[src/rtl/bin_to_bcd_seq.sv]
// Sequential binary-to-BCD converter (double-dabble, one bit per clock) that
// presents four registered BCD digits, saturating to 9999 when the input exceeds it.
module bin_to_bcd_seq #(
  parameter int WIDTH = 14
) (
  input  logic             clk,
  input  logic             rst,
  input  logic             start,
  input  logic [WIDTH-1:0] bin,
  output logic             busy,
  output logic             done,
  output logic             overflow,
  output logic [3:0]       digito1,
  output logic [3:0]       digito2,
  output logic [3:0]       digito3,
  output logic [3:0]       digito4
);

  localparam int CW = $clog2(WIDTH + 1);

  typedef enum logic [1:0] {IDLE, CONV, LATCH} state_t;

  state_t              state;
  logic [WIDTH-1:0]    shreg;
  logic [15:0]         bcd;
  logic [15:0]         bcd_adj;
  logic [CW-1:0]       cnt;
  logic                ovf;
  logic [16+WIDTH-1:0] shifted;

  // Add-3 correction is strictly per nibble; no carry crosses a digit boundary.
  always_comb begin
    bcd_adj = bcd;
    for (int i = 0; i < 4; i++) begin
      if (bcd[4*i +: 4] >= 4'd5) begin
        bcd_adj[4*i +: 4] = bcd[4*i +: 4] + 4'd3;
      end
    end
  end

  assign shifted = {bcd_adj, shreg} << 1;

  always_ff @(posedge clk or posedge rst) begin
    if (rst) begin
      state    <= IDLE;
      shreg    <= '0;
      bcd      <= '0;
      cnt      <= '0;
      ovf      <= 1'b0;
      busy     <= 1'b0;
      done     <= 1'b0;
      overflow <= 1'b0;
      digito1  <= 4'd0;
      digito2  <= 4'd0;
      digito3  <= 4'd0;
      digito4  <= 4'd0;
    end else begin
      done <= 1'b0;
      case (state)
        IDLE: begin
          if (start) begin
            shreg <= bin;
            bcd   <= '0;
            ovf   <= (32'(bin) > 32'd9999);
            cnt   <= CW'(WIDTH);
            busy  <= 1'b1;
            state <= CONV;
          end
        end
        CONV: begin
          bcd   <= shifted[16+WIDTH-1:WIDTH];
          shreg <= shifted[WIDTH-1:0];
          cnt   <= cnt - CW'(1);
          if (cnt == CW'(1)) begin
            state <= LATCH;
          end
        end
        LATCH: begin
          // Values above 9999 have lost digits in the accumulator, so show 9999 instead.
          if (ovf) begin
            digito1 <= 4'd9;
            digito2 <= 4'd9;
            digito3 <= 4'd9;
            digito4 <= 4'd9;
          end else begin
            digito1 <= bcd[3:0];
            digito2 <= bcd[7:4];
            digito3 <= bcd[11:8];
            digito4 <= bcd[15:12];
          end
          overflow <= ovf;
          done     <= 1'b1;
          busy     <= 1'b0;
          state    <= IDLE;
        end
        default: state <= IDLE;
      endcase
    end
  end

endmodule

[config.mk]
export PLATFORM = sky130hd
export DESIGN_NAME = bin_to_bcd_seq
export DESIGN_NICKNAME = d
export VERILOG_FILES = /design/src/rtl/bin_to_bcd_seq.sv
export SDC_FILE = /design/constraint.sdc
export NUM_CORES = 1
export LEC_CHECK = 0
export CAP_MARGIN = 25
export CORE_ASPECT_RATIO = 1.4
export CORE_UTILIZATION = 50
export CTS_CLUSTER_SIZE = 16
export DETAILED_ROUTE_END_ITERATION = 12
export PLACE_DENSITY = 0.73
export SLEW_MARGIN = 20
export SYNTH_ARGS = -nofsm -noshare
export SYNTH_HDL_FRONTEND = slang
export SYNTH_SLANG_ARGS = --single-unit
[constraint.sdc]
create_clock -name clk -period 2.7 [get_ports clk]
set_input_delay 0.54 -clock clk [delete_from_list [all_inputs] [get_ports clk]]
set_output_delay 0.54 -clock clk [all_outputs]
set_load 0.03 [all_outputs]
Yosys cells after proc, flatten, opt, wreduce, memory -nomap -nowiden
Index checks and enable logic that the tools add are counted.
{"block": "totals", "reg_bits": 56, "in_bits": 17, "wordCells": 54}
{"block": "op_classes", "addsub": 5, "n_lt_le_gt_ge": 5, "n_eq_ne": 5, "muxes": 20, "n_reduce_logical": 7}
{"operator": "two-way mux 4 bit", "n": 8}
{"operator": "one-hot mux 16 bit (2 select lines)", "n": 1}
{"operator": "one-hot mux 14 bit (2 select lines)", "n": 1}
{"operator": ">= comparator 4 x 3 -> 1 bit, second input constant", "n": 4}
{"operator": "two-way mux 16 bit", "n": 1}
{"operator": "greater-than comparator 14 bit, second input constant", "n": 1}
{"operator": "two-way mux 14 bit", "n": 1}
{"operator": "adder 4 x 2 -> 4 bit, second input constant", "n": 3}
{"operator": "one-hot mux 4 bit (2 select lines)", "n": 1}
{"operator": "AND reduction 2 bit", "n": 4}
{"operator": "equality test 4 x 1 -> 1 bit, second input constant", "n": 1}
{"operator": "two-way mux 2 bit", "n": 2}
{"operator": "inequality test 2 bit, second input constant", "n": 2}
{"operator": "one-hot mux 2 bit (2 select lines)", "n": 1}
{"operator": "nonzero test 2 bit", "n": 2}
{"operator": "subtractor 4 x 1 -> 4 bit, second input constant", "n": 1}
{"operator": "adder 3 x 2 -> 3 bit, second input constant", "n": 1}
{"operator": "two-way mux 3 bit", "n": 1}
{"operator": "equality test 2 x 1 -> 1 bit, second input constant", "n": 1}
{"operator": "equality test 2 bit, second input constant", "n": 1}
{"operator": "logical NOT 2 bit", "n": 1}
{"operator": "two-way mux 1 bit", "n": 2}
{"operator": "one-hot mux 1 bit (2 select lines)", "n": 1}

Depth between registers and ports, before layout
Gate-level depths: netlist (run 1).
{"block": "depth", "word_depth": 3, "mapped_depth": 7, "ltp_nobuf": 6}

Least setup slack after synthesis (run 1)
Ideal clock, no wire load.
{"block": "synth_timing", "path_kind": "input to register", "start": "input port bin[7]", "end": "register ovf", "setup_time_ns": 0.139, "t_arrival_ns": 1.193, "required_time_ns": 2.561, "slack_ns": 1.367, "cell_stages": 4, "cell_sequence": "nor4_1 nor2_1 o311ai_0 o21ai_0"}
{"block": "synth_via", "elab_chain_len": 1}
{"element": "start, declared", "line": "9", "text": "input logic [WIDTH-1:0] bin,"}
{"element": "greater-than comparator 14 bit", "line": "64", "text": "ovf <= (32'(bin) > 32'd9999);"}
{"element": "end signal, assigned", "line": "64"}
{"element": "end, declared", "line": "28", "text": "logic ovf;"}
Every way passes these cells.
A chain may end at the register's enable or synchronous reset.

Worst setup path in the final report (run 1)
{"block": "layout_timing", "start": "register digito4[1]", "end": "output port digito4[1]"}
{"element": "start, declared", "line": "16", "text": "output logic [3:0] digito4"}
{"element": "start signal, assigned", "line": "89", "text": "digito4 <= bcd[15:12];"}
No word-level cell between the ends.

==> flow_metrics.py, run 1 <==
metrics = {
    "finish": {
        "area_growth_pct": 17.8,
        "finish.instance_area_um2": 3220,
        "nets": 344,
        "register_area_um2": 1400,
        "final_cell_count_no_fill": 384,
        "drive_gt1_share_pct": 7.55,
        "nFillCells": 461,
        "num_antenna_cells": 0,
        "multi_input_comb_area_um2": 1170,
    },
    "timing": {
        "fmax_ghz": 0.531,
        "fin_crit_sh_pct": 69.7,
        "relSlewSlack_pct": 60.5,
        "drv_slew": 0,
        "fin_setup_tns_ns": 0,
        "fin_worst_skew_ns": 0.00708,
        "setup_violations": 0,
        "worst_slack_ns": 0.817,
        "worst_pin_slew_ns": 0.593,
        "layout_min_cycle_time_ns": 1.88,
        "rsz0062_at_grt": "no",
        "hold_viol": 0,
    },
    "logic_synthesis": {
        "synth_top_area_share_pct": 51.3,
        "ys_ff_latch": 56,
        "syn-instance-count": 286,
        "synth.largest_area_cell": "dfrtp_1",
        "synthAdderAreaFrac_pct": 4.58,
        "yosysUniqueCellTypes": 34,
        "syn-num-nets": 313,
        "netlist_area_um2": 2730,
        "ys_top_cells_by_area": "dfrtp_1 51%, o21ai_0 7.7%, nand2_1 6.9%",
        "ys_async_sr_fraction_pct": 100,
        "synth_compound_area_share_pct": 18.9,
        "yosys.area_share.simple_pct": 16.6,
        "synth_top_family_by_area": "compound AO/OA/AOI/OAI gates",
        "synth_warnings": 0,
        "yosysMostFrequentCell": "dfrtp_1",
        "ys_seq_area_share_pct": 51.3,
        "muxShareOfSynthArea_pct": 1.47,
        "yosys-top-cells-count": "56 x dfrtp_1, 50 x nand2_1, 42 x o21ai_0",
        "synth_ff_type": "dfrtp_1",
        "synth.avg_cell_area_um2": 9.55,
        "synth_edf_count": 0,
        "synthXorXnorAreaFrac_pct": 1.28,
    },
    "global_route": {
        "grt.total_usage_pct": 21.1,
        "antenna_found_initial": 0,
        "grt_remaining_overflow": 0,
        "grt_max_degree": 36,
        "grt_pass1_wl_um": 9270,
        "grt_pass1_vias": 2084,
    },
    "pwr": {
        "pwr-share-clk_pct": 15.6,
        "pwr-share-seq_pct": 41.6,
        "p_int_mw": 2.09,
        "power_switching_mw": 1.41,
        "p_leak_nw": 1.43,
        "power.density_nw_per_um2": 1090,
        "ir_drop_uv": 434,
        "swShare_pct": 40.4,
        "combPwrFrac_pct": 42.8,
    },
    "critical_path": {
        "crit_chain": "clkdlybuf4s50_1",
        "rr_worst_depth": 3,
        "path_class": "register to output port",
        "path_buf_inv": 1,
        "start_kind": "register",
        "worst_setup_path_end_kind": "output port",
        "crit_required_ns": 2.16,
        "critPathMaxStageDelay_ns": 0.67,
        "worst-path-max-fanout": 2,
        "cp_data_arrival_time_ns": 1.34,
        "cp.depth": 1,
        "slowest_stage": "clkdlybuf4s50_1",
        "cp_top_family": "buffers and inverters",
    },
    "detailed_routing": {
        "vias": 2052,
        "remaining_drc_errors": 0,
        "drtPass1Iterations": 4,
        "viasPerCell": 5.34,
        "dr_wl_met3_um": 120,
        "wl_per_cell_um": 13.6,
        "dr.first_iter.drc_count": 77,
        "dr_wl_met2_um": 2680,
        "maxUsedRoutingLayer": "met4",
        "met1_length_um": 2350,
        "antenna_left": 0,
        "totalWireLength_um": 5240,
    },
    "cts": {
        "cts_setup_buffers": 0,
        "cts_tree": "yes",
        "root_buffer": "clkbuf_8",
        "clkLatencyLatePin_ns": 0.31,
        "htreeDepth": 2,
        "clk_pin_slew_worst_paths_ns": 0.10,
        "cts_resized": 0,
        "clk_path_buf_depth": 2,
        "cts_hold_repair.buffers": 0,
        "numCtsBuffers": 5,
        "cts_sinks": 56,
    },
    "floorplan": {
        "initial_core_util_pct": 52.2,
        "core_area_um2": 5240,
        "die_area_um2": 5770,
        "die_w_um": 64.5,
        "rows": 31,
        "die_y_um": 89.5,
        "pin_count": 36,
    },
    "min_path": {
        "hold_depth": 2,
        "min_path_type": "register to register",
    },
    "status": {
        "status": "finished clean",
    },
    "placed_design": {
        "dp_hpwl_um": 3790,
        "dp.cells": 376,
        "port_buffers": 35,
        "placed_cell_area_um2": 3110,
        "place_ws_ns": 0.762,
        "gp_congestion": 0.732,
    },
    "run": {
        "cap_violations": 0,
    },
}
==> through the flow <==
step           power, mW  util (%)  hold slack (ns)
6_report            3.50      61.5            0.483
5_1_grt             3.81      61.5            0.504
4_1_cts             3.54      61.5            0.489
2_1_floorplan       2.60         -            0.442
3_3_place_gp        2.92      59.4            0.455
3_5_place_dp        2.99      59.4            0.466
==> power by group through the flow <==
| stage | registers, mW | clock network (mW) | logic, mW |
|---|---|---|---|
| after detailed placement | 1.48 | 0 | 1.51 |
| final | 1.46 | 0.547 | 1.50 |
| after CTS | 1.46 | 0.562 | 1.52 |
| after floorplan | 1.47 | 0 | 1.12 |
| after global placement | 1.46 | 0 | 1.46 |
| after global routing | 1.51 | 0.595 | 1.70 |
==> state kept, by name, summed over array words and instances (netlist names) <==
register,count
digito4,4
done,1
ovf,1
state,2
digito3,4
busy,1
cnt,4
shreg,14
digito2,4
overflow,1
digito1,4
bcd,16
==> placed cells by master, fill, tap and decap left out, types with 6 or more instances in the layout <==
cell type        count
and2_1              13
a21oi_1              8
o21ai_0             42
a22o_1               6
nor2_1              19
clkdlybuf4s50_1     35
inv_1               12
ha_1                10
nand2_1             50
a31oi_1             16
dfrtp_1             56
==> worst paths after layout <==
check                              to  slack, ns  startpoint
max                        digito4[1]       0.82  digito4[1]
min                        digito1[0]       0.48  digito1[0]
max reg2reg                digito4[0]       0.95    state[0]
min reg2reg                digito1[0]       0.48  digito1[0]
max in group asynchronous  digito1[1]       1.56         rst
min in group asynchronous     bcd[12]       0.59         rst
==> kinds of logic (layout without fill, tap and decap cells) <==
family,after synthesis,in the layout
xor+xnor,4,4
buf+inv,30,62
mux,4,4
simple gates,97,97
compound gates,85,85
fa+ha+maj,10,10
flops,56,56
==> final cells by class <==
cell class,count,share of cell area (%)
Clock buffer,5,2.14
Inverter,14,1.71
Tap cell,66,2.57
Sequential cell,56,43.5
Timing Repair Buffer,40,12.4
Clock inverter,3,1.32
Multi-Input combinational cell,200,36.3
==> layer usage <==
layer	up-vias	track usage (%)
li1	1032	-
met1	977	23.9
met2	38	39.3
met3	5	3.32
met4	0	8.48
met5	-	0
Note: power is estimated with default switching activity, not from simulation.
==> run 2, diff against run 1 <==
- CORE_UTILIZATION: 50 -> 49
- PLACE_DENSITY: 0.73 -> 0.75
- clock period: 2.7 -> 1.51 ns (I/O delays scaled with it)
==> run 2 against run 1 <==
Net effect:
- clock-buffer cell count unchanged
- largest cell class unchanged
- core utilization rose by 0.78 points
- total power is 76% higher
- register-to-register slack worse by 0.88 ns
- critical path depth up 5
- worst setup slack got worse by 0.75 ns
- clock power is 47% higher
- first-iteration DRC count is 29% lower
- flip-flop and latch count stayed put
- die area increased by 2.0%
- clock skew increased by 0.0021 ns
- routed wire length fell by 1.9%
==> flow_metrics.py, run 2 (synthesis gave the netlist of run 1 again) <==
metrics = {
    "critical_path": {
        "rr_startpoint": "bcd[4]",
        "crit_chain": "inv_1, ha_1, nand2b_1, a21oi_2, mux2i_1, a22o_1",
        "reg2reg_slack_ns": 0.07,
        "path_class": "register to register",
        "slowest_stage": "dfrtp_1",
        "critPathMaxStageDelay_ns": 0.43,
        "rr_worst_depth": 6,
        "worst-path-max-fanout": 5,
        "worst_setup_path_end_kind": "register",
        "reg2reg_to": "bcd[6]",
        "cp_data_arrival_time_ns": 1.70,
        "crit_required_ns": 1.77,
        "start_kind": "register",
        "crit_path_end": "bcd[6]",
        "critPathLaunch": "bcd[4]",
    },
    "floorplan": {
        "die_y_um": 90.4,
        "initial_core_util_pct": 51.8,
        "die_w_um": 65.1,
        "die_area_um2": 5880,
        "rows": 31,
        "pin_count": 36,
        "core_area_um2": 5280,
    },
    "finish": {
        "largest-register": "bcd",
        "nets": 353,
        "nFillCells": 470,
        "most-common-layout-cells": "56 x dfrtp_1, 50 x nand2_1, 42 x o21ai_0",
        "top_regs": "bcd x16, shreg x14",
        "final_cell_count_no_fill": 393,
        "largest_register_ffs": 16,
        "num_antenna_cells": 0,
        "area_growth_pct": 20.2,
        "drive_gt1_share_pct": 13.5,
        "final_common_cell": "dfrtp_1",
    },
    "timing": {
        "worst_pin_slew_ns": 0.360,
        "fmax_ghz": 0.694,
        "fin_setup_tns_ns": 0,
        "setup_violations": 0,
        "holdWs_ns": 0.399,
        "drv_slew": 0,
        "fin_worst_skew_ns": 0.00914,
        "relSlewSlack_pct": 76.0,
        "fin_crit_sh_pct": 95.5,
        "hold_viol": 0,
        "layout_min_cycle_time_ns": 1.44,
    },
    "detailed_routing": {
        "totalWireLength_um": 5140,
        "vias": 2132,
        "wl_per_cell_um": 13.1,
        "drtPass1Iterations": 4,
        "antenna_left": 0,
        "dr.first_iter.drc_count": 55,
        "remaining_drc_errors": 0,
        "viasPerCell": 5.42,
        "met1_length_um": 2280,
        "dr_wl_met3_um": 133,
        "dr_wl_met2_um": 2630,
        "maxUsedRoutingLayer": "met4",
    },
    "placed_design": {
        "dp_hpwl_um": 3650,
        "port_buffers": 35,
        "dp.cells": 384,
        "gp_congestion": 0.774,
    },
    "pwr": {
        "p_leak_nw": 1.54,
        "power.density_nw_per_um2": 1880,
        "ir_drop_uv": 785,
        "p_total_mw": 6.17,
    },
    "cts": {
        "cts_tree": "yes",
        "htreeDepth": 2,
        "numCtsBuffers": 5,
        "clk_pin_slew_worst_paths_ns": 0.10,
        "cts_hold_repair.buffers": 0,
        "cts_sinks": 56,
        "root_buffer": "clkbuf_8",
        "clk_path_buf_depth": 2,
        "clkLatencyLatePin_ns": 0.31,
    },
    "global_route": {
        "grt.total_usage_pct": 19.8,
        "grt_max_degree": 57,
        "antenna_found_initial": 0,
        "grt_pass1_wl_um": 9180,
        "grt_remaining_overflow": 0,
        "grt_pass1_vias": 2103,
    },
    "run": {
        "cap_violations": 0,
    },
    "min_path": {
        "min_path_type": "input port to asynchronous set/reset pin",
    },
    "status": {
        "status": "finished clean",
    },
}
==> run 2: stage by stage <==
| stage | cell area (um2) | setup slack (ns) | util [%] |
|---|---|---|---|
| final | 3280 | 0.0686 | 62.3 |
| after global routing | 3280 | -0.0190 | 62.3 |
| after CTS | 3260 | 0.0268 | 61.8 |
| after detailed placement | 3200 | -0.113 | 60.6 |
| after global placement | 3200 | -0.0986 | 60.6 |
| after floorplan | 2740 | 0.205 | - |
==> run 2: critical path, delay by kind of cell, from the launching register on <==
family	cells	cell delay [ns]
simple gates	1	0.09
buf+inv	1	0.11
fa+ha+maj	1	0.20
mux	1	0.22
flops	1	0.43
compound gates	2	0.33
==> run 2: routing by layer <==
layer | vias to the layer above | GRT usage [%]
li1 | 1056 | -
met1 | 1025 | 24.5
met2 | 41 | 33.9
met3 | 10 | 3.79
met4 | 0 | 6.52
met5 | - | 0
==> run 2: repair_timing <==
item | in CTS | in global routing
buffers inserted | 0 | 1
pin swaps | 0 | 6
endpoints found under the setup margin | 19 | 7
hold endpoints to repair | 0 | 0
resized for setup | 19 | 11
==> run 2: cell type report <==
type | instances | area [um2] | area share, %
Clock buffer | 5 | 68.8 | 2.10
Multi-Input combinational cell | 200 | 1180 | 36.1
Sequential cell | 56 | 1400 | 42.7
Tap cell | 66 | 82.6 | 2.51
Timing Repair Buffer | 49 | 469 | 14.3
Inverter | 14 | 58.8 | 1.79
Clock inverter | 3 | 18.8 | 0.571
==> run 2: power by group <==
group          leakage (nW)  internal, mW  switching [mW]  total, mW
clock                0.0479         0.325           0.481      0.805
sequential            0.726          2.05           0.479       2.52
combinational         0.765          1.25            1.59       2.84
==> run 2: worst min path at each step <==
stage              from    endpoint  depth (start not counted)  slack, ns
2_1_floorplan       rst      bcd[0]                          1       0.38
3_3_place_gp   shreg[8]    shreg[8]                          2       0.46
3_5_place_dp   shreg[2]    shreg[2]                          2       0.46
4_1_cts             rst  digito1[0]                          3       0.42
5_1_grt             rst  digito1[1]                          3       0.45
6_report            rst  digito1[0]                          3       0.40
==> run 3, diff against run 2 <==
- HOLD_SLACK_MARGIN: not set -> 0.06
- MAX_ROUTING_LAYER: not set -> met4
==> run 3 against run 2 <==
Net effect:
- register-to-register slack hardly changed
- non-clock buffer count stayed put
- routed wire length is 0.16% higher
- combinational power hardly changed
- total power hardly changed
- sequential share of layout area stayed put
- global-route usage is 0.56 points higher
- critical path depth stayed put
- clock power hardly changed
- clock skew hardly changed
- highest routed layer unchanged
==> flow_metrics.py, run 3 (synthesis gave the netlist of run 1 again) <==
metrics = {
    "min_path": {
        "min_path_type": "input port to asynchronous set/reset pin",
    },
    "placed_design": {
        "gp_congestion": 0.785,
        "place_ws_ns": -0.113,
        "dp_hpwl_um": 3650,
        "port_buffers": 35,
    },
    "finish": {
        "largest_register_ffs": 16,
        "nets": 353,
        "num_antenna_cells": 0,
        "largest-register": "bcd",
        "final_common_cell": "dfrtp_1",
        "top_regs": "bcd x16, shreg x14",
        "area_growth_pct": 20.2,
        "most-common-layout-cells": "56 x dfrtp_1, 50 x nand2_1, 42 x o21ai_0",
        "drive_gt1_share_pct": 13.5,
    },
    "global_route": {
        "antenna_found_initial": 0,
        "grt_pass1_vias": 2101,
        "grt_remaining_overflow": 0,
        "grt_max_degree": 57,
        "grt_pass1_wl_um": 9180,
        "grt.total_usage_pct": 20.3,
    },
    "detailed_routing": {
        "remaining_drc_errors": 0,
        "viasPerCell": 5.43,
        "vias": 2135,
        "wl_per_cell_um": 13.1,
        "drtPass1Iterations": 4,
        "dr.first_iter.drc_count": 65,
        "totalWireLength_um": 5150,
        "antenna_left": 0,
    },
    "cts": {
        "cts_sinks": 56,
        "clkLatencyLatePin_ns": 0.31,
        "cts_tree": "yes",
        "root_buffer": "clkbuf_8",
        "numCtsBuffers": 5,
        "cts_hold_repair.buffers": 0,
        "clk_pin_slew_worst_paths_ns": 0.10,
        "clk_path_buf_depth": 2,
        "htreeDepth": 2,
    },
    "timing": {
        "drv_slew": 0,
        "worst_pin_slew_ns": 0.362,
        "setup_violations": 0,
        "layout_min_cycle_time_ns": 1.44,
        "fmax_ghz": 0.694,
        "relSlewSlack_pct": 75.9,
        "fin_crit_sh_pct": 95.5,
        "worst_slack_ns": 0.0686,
        "fin_worst_skew_ns": 0.00947,
        "hold_viol": 0,
    },
    "floorplan": {
        "initial_core_util_pct": 51.8,
        "rows": 31,
        "die_y_um": 90.4,
        "core_area_um2": 5280,
        "die_area_um2": 5880,
        "die_w_um": 65.1,
        "pin_count": 36,
    },
    "pwr": {
        "pwr-share-clk_pct": 13.0,
        "p_total_mw": 6.17,
        "swShare_pct": 41.3,
        "ir_drop_uv": 785,
        "power.density_nw_per_um2": 1880,
        "p_leak_nw": 1.54,
        "p_int_mw": 3.62,
        "combPwrFrac_pct": 46.0,
        "power_switching_mw": 2.55,
        "pwr-share-seq_pct": 40.9,
    },
    "critical_path": {
        "reg2reg_slack_ns": 0.07,
        "critPathLaunch": "bcd[4]",
        "start_kind": "register",
        "worst_setup_path_end_kind": "register",
        "crit_required_ns": 1.77,
        "rr_worst_depth": 6,
        "worst-path-max-fanout": 5,
        "path_class": "register to register",
        "rr_startpoint": "bcd[4]",
        "reg2reg_to": "bcd[6]",
        "cp_data_arrival_time_ns": 1.70,
    },
    "run": {
        "cap_violations": 0,
    },
    "status": {
        "status": "finished clean",
    },
}
-- run 3: cell counts in the layout (fill, tap and decap cells not counted) --
No cell type changed its count.
-- run 3: repair_timing --
| action | 4_1_cts | 5_1_grt |
|---|---|---|
| pin swaps | 0 | 6 |
| buffers inserted | 0 | 1 |
| gates resized for setup | 19 | 11 |
| endpoints found under the setup margin | 19 | 7 |
-- run 3: worst max-delay path, cell delays in order, from the launching register on --
cell and delay, ns:
dfrtp_1 0.43, inv_1 0.11, ha_1 0.20, nand2b_1 0.09
a21oi_2 0.19, mux2i_1 0.22, a22o_1 0.14
-- run 3: layout make-up --
cell class / instances / area [um2]
fill: 470 / 1990
sequential: 56 / 1400
multi-input combinational: 200 / 1180
timing repair buffer: 49 / 469
tap: 66 / 82.6
clock buffer: 5 / 68.8
inverter: 14 / 58.8
clock inverter: 3 / 18.8
-- run 3: worst max path at each step --
stage | end | depth (start not counted)
floorplan | bcd[2] | 6
global placement | ovf | 5
detailed placement | ovf | 5
CTS | bcd[14] | 6
global route | bcd[14] | 6
finish | bcd[6] | 6
-- run 3: metrics by stage --
stage | util [%] | TNS, ns | area [um2] | cells | hold slack [ns]
floorplan | - | 0 | 2740 | 286 | 0.382
global placement | 60.6 | -0.0986 | 3200 | 384 | 0.456
detailed placement | 60.6 | -0.113 | 3200 | 384 | 0.464
CTS | 61.8 | 0 | 3260 | 392 | 0.419
global route | 62.3 | -0.0190 | 3280 | 393 | 0.454
finish | 62.3 | 0 | 3280 | 393 | 0.401
-- run 3: power groups by stage --
stage	logic, mW	registers (mW)	clock network, mW
finish	2.84	2.52	0.803
global route	3.22	2.61	0.888
CTS	2.84	2.51	0.836
detailed placement	2.90	2.55	0
global placement	2.79	2.52	0
floorplan	2.01	2.63	0
-- run 3: layer usage --
metal  vias up  track usage, %  routed length, um  share of wire [%]
met5         -               -                  0                  0
met4         0            6.52                 98                1.9
met3        10            3.79                167                3.2
met2        45            33.9               2610                 51
met1      1025            24.6               2270                 44
li1       1055               -                  -                  -
==> RTL change: new RTL, settings of run 2 <==
Encoding of `state_t`: now one-hot (3 bits for 3 states).
--- a/src/rtl/bin_to_bcd_seq.sv
+++ b/src/rtl/bin_to_bcd_seq.sv
@@ -18,7 +18,7 @@
 
   localparam int CW = $clog2(WIDTH + 1);
 
-  typedef enum logic [1:0] {IDLE, CONV, LATCH} state_t;
+  typedef enum logic [2:0] {IDLE = 3'b001, CONV = 3'b010, LATCH = 3'b100} state_t;
 
   state_t              state;
   logic [WIDTH-1:0]    shreg;
Check against the original RTL: no difference found for any inputs over 10 cycles, from zero or initial values and one cycle with rst high; not proved beyond that.
==> RTL change against run 2 <==
- the flow now finishes with violations (setup timing)
- synthesized area up 0.69%
- sequential cell count up 1
- power down 5.7%
- fmax down 4.9%
- setup slack worse by 0.075 ns
- final area up 12%
- clock skew down 0.0029 ns
- wire length up 10%
- critical path type unchanged
- critical endpoint is now cnt[2]
- largest cell class unchanged
==> RTL change: results (changes against run 2) <==
metric,value,unit,change
layout cells sized above 1,27.8,%,+14 points
clock latency at the later pin of the worst-skew pair,0.33,ns,+0.02 ns
Pre-Repair DR Iteration Count,4,,unchanged
number of buffers added on ports,35,,unchanged
cts bufs inserted,9,,+4
# setup viols final,1,,+1
final wirelength,5.66,mm,+10%
htree depth,3,,+1
initial antenna violation count,0,,unchanged
R2R Setup Slk,-0.006,ns,-0.07 ns
maximum vdd ir drop,1.09,mV,+39%
Global Route Usage Sum,21.1,%,+1.3 points
FF-to-FF End,cnt[2],,
arrival time at the worst endpoint,1.72,ns,+0.02 ns
Crit Path Category,register to register,,
clock-pin slew on the worst setup and hold paths,0.06,ns,-0.04 ns
Synth Instances,261,,-8.7%
hpwl dp,3.59,mm,-1.5%
failing checks,setup timing,,
DP Area,3340,µm²,+4.6%
Slew HR,78.1,%,+2.1 points
first-pass GRT wire length,9.45,mm,+2.9%
slowest cell delay on critical path,0.43,ns,about the same
final RePlAce weighted congestion,0.742,,-4.2%
clock tree root buffer cell,clkbuf_8,,
clock buffer depth,2,,unchanged
ANT cells,0,,unchanged
Layout Skew,0.00622,ns,-0.00292 ns
Final nets,346,,-2.0%
pre-CTS setup slack,-0.270,ns,-0.156 ns
status,finished with violations,,
top flop regs,"bcd x16, shreg x14",,
LEAKAGE,1.69,nW,+9.7%
Slowest cell on crit path,dfrtp_1,,
reg2reg start,state[2],,
Post-Route Setup TNS,-0.00636,ns,-0.00636 ns
share of synthesized registers carrying an async set or reset,100,%,unchanged
"Seq/Total Area, Yosys",51.9,%,+0.61 points
largest net degree at the start of global routing,58,,+1.8%
Synth Net Count,288,,-8.0%
top post-synthesis cells by area,"dfrtp_1 (51%), nand2_1 (6.8%), a31oi_2 (4.5%), ha_1 (4.5%), mux2i_1 (2.5%)",,
final hold slack,0.401,ns,+0.00190 ns
vias in the first global route,2023,,-3.8%
Congestion Overflow GR,0,,unchanged
setup ws final,-0.00636,ns,-0.0750 ns
Post-synth top flop,dfrtp_1,,
Hold WC Path Type,primary input to async pin,,
via count,2091,,-1.9%
Placed Cells,370,,-3.6%
Yosys warnings,0,,unchanged
initial drt markers,127,,+130%
worst r2r path cells,6,,unchanged
Yosys cell types,39,,+15%
DR vias/cell,5.36,,-1.2%
Commonest cells post-synth,"dfrtp_1 (56), nand2_1 (50), inv_1 (11)",,
crit-path max FO,7,,+2
[RTL change: changes by cell type after synthesis, sizes merged, moves of 5 or more]
| cell | change |
|---|---|
| and2 | -13 |
| nand3 | +5 |
| o21ai | -28 |
| o22ai | +5 |
[RTL change: worst max-delay path, delay by kind of cell (launching register included)]
family          cells  cell delay, ns
buf+inv             2            0.27
compound gates      2            0.17
flops               1            0.43
simple gates        2            0.52
[RTL change: cell families (layout without fill, tap and decap cells)]
family                   after synthesis  after routing  share of synthesized area (%)
AND/OR/NAND/NOR                       88             88                           14.9
multiplexers                           7              7                           2.55
XOR/XNOR                               6              6                           1.91
buffers and inverters                 29             92                           5.46
adder cells (fa/ha/maj)               10             10                           4.55
flip-flops                            57             57                           51.9
AO/OA/AOI/OAI                         64             64                           18.8
[RTL change: timing repair]
item | 4_1_cts | 5_1_grt
buffers inserted | 4 | 0
pin swaps | 1 | 4
endpoints found under the setup margin | 37 | 21
cloned | 1 | 0
gates resized for setup | 23 | 28
[RTL change: routing by layer]
layer | part of all wire, % | routed length, µm | vias to the layer above | track usage (%)
met5 | 0 | 0 | - | 0
met4 | 1.5 | 83 | 0 | 12.0
met3 | 3.9 | 219 | 7 | 3.41
met2 | 53 | 2980 | 62 | 33.5
met1 | 42 | 2370 | 995 | 26.6
li1 | - | - | 1027 | -
[RTL change: layout make-up]
class | count | area (µm²)
clock buffers | 13 | 149
fillers | 406 | 1600
inverters | 14 | 58.8
repair buffers | 62 | 632
clock inverters | 3 | 40.0
flip-flops and latches | 57 | 1430
well taps | 66 | 82.6
multi-input cells | 175 | 1290
[RTL change: power by group]
part,internal (W),switching (W)
logic,0.00118,0.00113
clock network,0.000803,0.000570
registers,0.00184,0.000294
